## src/rtl/bcd_down_counter_pkg.sv

```systemverilog
// Shared definitions for the two-digit BCD down counter: state encoding,
// digit width and the digit clamp helper.
package bcd_down_counter_pkg;

    localparam int DIGIT_W = 4;
    localparam logic [DIGIT_W-1:0] DIGIT_MAX = 4'd9;

    typedef enum logic [1:0] {
        ST_IDLE = 2'd0,
        ST_RUN  = 2'd1,
        ST_DONE = 2'd2
    } state_t;

    function automatic logic [DIGIT_W-1:0] clamp_digit(input logic [DIGIT_W-1:0] d);
        return (d > DIGIT_MAX) ? DIGIT_MAX : d;
    endfunction

endpackage

```

## src/rtl/bcd_digit_dec.sv

```systemverilog
// Single BCD digit decrementer: subtracts the borrow-in, wrapping 0 to 9
// and raising borrow-out when it wraps.
import bcd_down_counter_pkg::*;

module bcd_digit_dec (
    input  logic [DIGIT_W-1:0] i_digit,
    input  logic               i_borrow,
    output logic [DIGIT_W-1:0] o_digit,
    output logic               o_borrow
);

    always_comb begin
        o_digit  = i_digit;
        o_borrow = 1'b0;
        if (i_borrow) begin
            if (i_digit == '0) begin
                o_digit  = DIGIT_MAX;
                o_borrow = 1'b1;
            end else begin
                o_digit = i_digit - 1'b1;
            end
        end
    end

endmodule

```

## src/rtl/bcd_down_counter.sv

```systemverilog
// Two-digit BCD down counter with IDLE/RUN/DONE control and a one-cycle done pulse.
// Optional BCD_DOWN_COUNTER_AUTO_RELOAD_EN: en in DONE reloads the last load value.
import bcd_down_counter_pkg::*;

module bcd_down_counter (
    input  logic       clk,
    input  logic       rst,
    input  logic       load,
    input  logic [7:0] load_val,
    input  logic       en,
    output logic [7:0] count,
    output logic       busy,
    output logic       done
);

`ifdef BCD_DOWN_COUNTER_AUTO_RELOAD_EN
    localparam bit AUTO_RELOAD = 1'b1;
`else
    localparam bit AUTO_RELOAD = 1'b0;
`endif

    state_t      r_state;
    logic [7:0]  r_count;
    logic [7:0]  r_reload;
    logic        r_done;

    logic [7:0]         w_clamped;
    logic [DIGIT_W-1:0] w_units_dec;
    logic [DIGIT_W-1:0] w_tens_dec;
    logic               w_units_borrow;
    logic               w_tens_borrow;

    assign w_clamped = {clamp_digit(load_val[7:4]), clamp_digit(load_val[3:0])};

    bcd_digit_dec u_units (
        .i_digit  (r_count[3:0]),
        .i_borrow (1'b1),
        .o_digit  (w_units_dec),
        .o_borrow (w_units_borrow)
    );

    bcd_digit_dec u_tens (
        .i_digit  (r_count[7:4]),
        .i_borrow (w_units_borrow),
        .o_digit  (w_tens_dec),
        .o_borrow (w_tens_borrow)
    );

    always_ff @(posedge clk) begin
        if (rst) begin
            r_state  <= ST_IDLE;
            r_count  <= 8'h00;
            r_reload <= 8'h00;
            r_done   <= 1'b0;
        end else if (load) begin
            r_count  <= w_clamped;
            r_reload <= w_clamped;
            r_done   <= 1'b0;
            r_state  <= (w_clamped == 8'h00) ? ST_IDLE : ST_RUN;
        end else begin
            r_done <= 1'b0;
            case (r_state)
                ST_RUN: begin
                    // A tens borrow would mean wrapping below 00; never commit it
                    if (en && !w_tens_borrow) begin
                        r_count <= {w_tens_dec, w_units_dec};
                        if (r_count == 8'h01) begin
                            r_done  <= 1'b1;
                            r_state <= ST_DONE;
                        end
                    end
                end
                ST_DONE: begin
                    if (AUTO_RELOAD && en) begin
                        r_count <= r_reload;
                        r_state <= ST_RUN;
                    end
                end
                default: begin
                    r_state <= ST_IDLE;
                end
            endcase
        end
    end

    assign count = r_count;
    assign busy  = (r_state == ST_RUN);
    assign done  = r_done;

endmodule

```

## config.mk

```make
export PLATFORM = sky130hd
export DESIGN_NAME = bcd_down_counter
export DESIGN_NICKNAME = d
export VERILOG_FILES = /design/src/rtl/bcd_down_counter_pkg.sv /design/src/rtl/bcd_digit_dec.sv /design/src/rtl/bcd_down_counter.sv
export SDC_FILE = /design/constraint.sdc
export NUM_CORES = 1
export LEC_CHECK = 0
export ABC_CLOCK_PERIOD_IN_PS = 1470
export BUFFER_PORTS_ARGS = -buffer_cell sky130_fd_sc_hd__buf_2
export CAP_MARGIN = 15
export CORE_MARGIN = 2
export CORE_UTILIZATION = 46
export CTS_BUF_LIST = sky130_fd_sc_hd__clkbuf_4
export DETAILED_ROUTE_END_ITERATION = 8
export PLACE_DENSITY = 0.79
export REMOVE_ABC_BUFFERS = 1
export SYNTH_ARGS = -nofsm -noshare
export SYNTH_HDL_FRONTEND = slang
export SYNTH_SLANG_ARGS = --single-unit
export TNS_END_PERCENT = 20
```

## constraint.sdc

```tcl
create_clock -name clk -period 1.47 [get_ports clk]
set_input_delay 0.294 -clock clk [delete_from_list [all_inputs] [get_ports clk]]
set_output_delay 0.294 -clock clk [all_outputs]
set_load 0.005 [all_outputs]
```

==> flow_metrics.tcl <==
set metrics [dict create \
    maxSlewHeadroom_pct 70.1 \
    synth_top_area_cell "dfxtp_1" \
    cts_tree "built" \
    synth.most_common_cell "dfxtp_1" \
    synth_top_area_share_pct 32.7 \
    drc 0 \
    die_h_um 42.3 \
    synth.area.mux_share_pct 0 \
    multi_input_area_um2 442 \
    cp.required_ns 1.68 \
    drtPass1Iterations 4 \
    drtIter0Drc 50 \
    synth_xor_area_share_pct 0 \
    skew_ns 0.00390 \
    rsz0062_at_grt "yes" \
    p_total_uw 771 \
    synth_seq_area_share_pct 32.7 \
    cts_max_level 1 \
    worst_slack_ns -0.00700 \
    syn_area_um2 674 \
    grt-ovfl-total 0 \
    portBuffers 21 \
    cts_buffer_depth 2 \
    ys_warn_count 0 \
    worst_pin_slew_ns 0.443 \
    tns_ns -0.00700 \
    grt_max_degree 12 \
    cts_buffers 3 \
    place_congestion 0.857 \
    synthArstFlopShare_pct 0 \
    die_w_um 42.3 \
    io_pins 22 \
    vias 814 \
    slew_viol_final 0 \
    endpoint_kind "register" \
    root_buffer "clkbuf_4" \
    yosys_register_bits 11 \
    drive_above_1_share_pct 41.4 \
    wl_um 2010 \
    diodes 0 \
    ant_nets 0 \
    synth_common_cells "dfxtp_1, nand3_1" \
    hpwl_um 1470 \
    holdPathStages 3 \
    p_leak_uw 0.000397 \
    first_global_vias 733 \
    clk_pin_slew_ns 0.07 \
    post_drt_via_cell_ratio 6.21 \
    max_freq_ghz 0.677 \
    final_nets 129 \
    cts.sink_count 11 \
    hp-class "input pin to register" \
    cp.arrival_ns 1.69 \
    synth-compound-area-share_pct 22.1 \
    grt_pass1_wl_um 3270 \
    synth_fa_ha_area_share_pct 0 \
    hold_viol 0 \
    die_area_um2 1790 \
    synth_cell_type_count 34 \
    holdWs_ns 0.284 \
    yosys.area_share.simple_pct 40.6 \
    placementRows 13 \
    ir_drop_v 0.000515 \
    synth_top_family_by_area "simple AND/OR/NAND/NOR gates" \
    start_util_pct 50.6 \
    outcome "finished with violations" \
    grt_usage_pct 23.7 \
    cp_max_fo 3 \
    crit_type "register to register" \
    core_area_um2 1330 \
    nFillCells 103 \
    startpoint_type "register" \
    ys.flop_type "dfxtp_1" \
    syn_area_per_cell_um2 8.33 \
    violations "setup timing" \
    area_growth_pct 37.7 \
    post_cts_buffers 0 \
    wl_per_cell_um 15.4 \
    cap_violations 0 \
    power.density_nw_per_um2 831 \
    setup_violations 1 \
    post-route-min-period_ns 1.48 \
    regArea_um2 220 \
    clock_latency_ns 0.27 \
    antenna_found_initial 0 \
    synthTopCellsByArea "dfxtp_1, nand3_1, nor2b_1" \
    synth_edf_count 0 \
    syn-instance-count 81 \
    layout_worst_path_cycle_share_pct 100 \
    r2r_cells 3 \
]
[critical path, cell delays in order (launching register included)]
cell and delay (ns):
dfxtp_1 0.32, or4_4 0.54, or4_4 0.48, nand3_1 0.09
[layout by cell type (no fill, tap or decap)]
cell type / count
or4_4: 2
nor4bb_1: 1
o21ai_0: 4
buf_4: 14
and2_2: 1
or2_2: 1
nor2b_2: 1
o31a_1: 2
or3_1: 1
inv_1: 2
nand3_1: 5
or4_1: 1
a221oi_1: 2
nand2b_1: 3
and4bb_2: 1
nor3_1: 3
nor4b_1: 2
nand4_1: 3
dfxtp_1: 11
a21boi_0: 2
a2111o_1: 1
or3_2: 1
nand2_1: 4
o211ai_1: 2
o41ai_2: 1
nor2_1: 3
nor4_1: 4
a31oi_1: 3
a32o_1: 1
nand3b_1: 2
nand4bb_2: 1
clkbuf_4: 4
nor2b_1: 3
buf_2: 21
a21oi_1: 3
[flip-flops by register name (all words and copies together), names as in the netlist]
| register | cells |
|---|---|
| done | 1 |
| count | 8 |
| r_state | 2 |
[what timing repair did]
item                       CTS  global route
resized for setup            1             3
pin swaps                    0             0
setup endpoints to repair    1             5
hold endpoints to repair     0             0
hold buffers                 0             0
[per-stage QoR]
step / std cells / cell area (um2) / utilization, % / worst slack, ns
6_report: 131 / 928 / 69.6 / -0.00700
5_1_grt: 131 / 928 / 69.6 / -0.0412
4_1_cts: 131 / 917 / 68.8 / 0.0147
3_3_place_gp: 127 / 880 / 65.9 / 0.0341
3_5_place_dp: 127 / 880 / 65.9 / -0.0246
2_1_floorplan: 77 / 651 / - / -0.0455
[kinds of logic after synthesis]
logic type | Yosys count
buf+inv | 6
flops | 11
compound gates | 21
simple gates | 43
[final timing paths]
| check | startpoint | endpoint | slack [ns] |
|---|---|---|---|
| max | count[1] | count[5] | -0.007 |
| min | load_val[3] | count[3] | 0.28 |
| max reg2reg | count[1] | count[5] | -0.007 |
| min reg2reg | r_state[1] | r_state[1] | 0.53 |
[cell type report]
cell class,instances,area share [%]
multi-input combinational,64,47.6
inverter,2,0.809
sequential,11,23.7
clock buffer,4,3.23
timing repair buffer,35,22.6
tap,15,2.02
[per-layer routing]
layer	wire, um	GRT usage [%]	up-vias	share of wire [%]
li1	-	-	390	-
met3	134	2.59	10	6.7
met1	912	32.1	372	45
met5	0	0	-	0
met4	59	15.6	0	2.9
met2	905	34.8	42	45
[where the power goes]
group / leakage (uW) / total, uW / switching [uW] / internal, uW
sequential: 0.0000906 / 330 / 14.8 / 315
combinational: 0.000288 / 213 / 108 / 105
clock: 0.0000184 / 229 / 105 / 123
total: 0.000397 / 771 / 228 / 543
(Power assumes the default switching activity.)
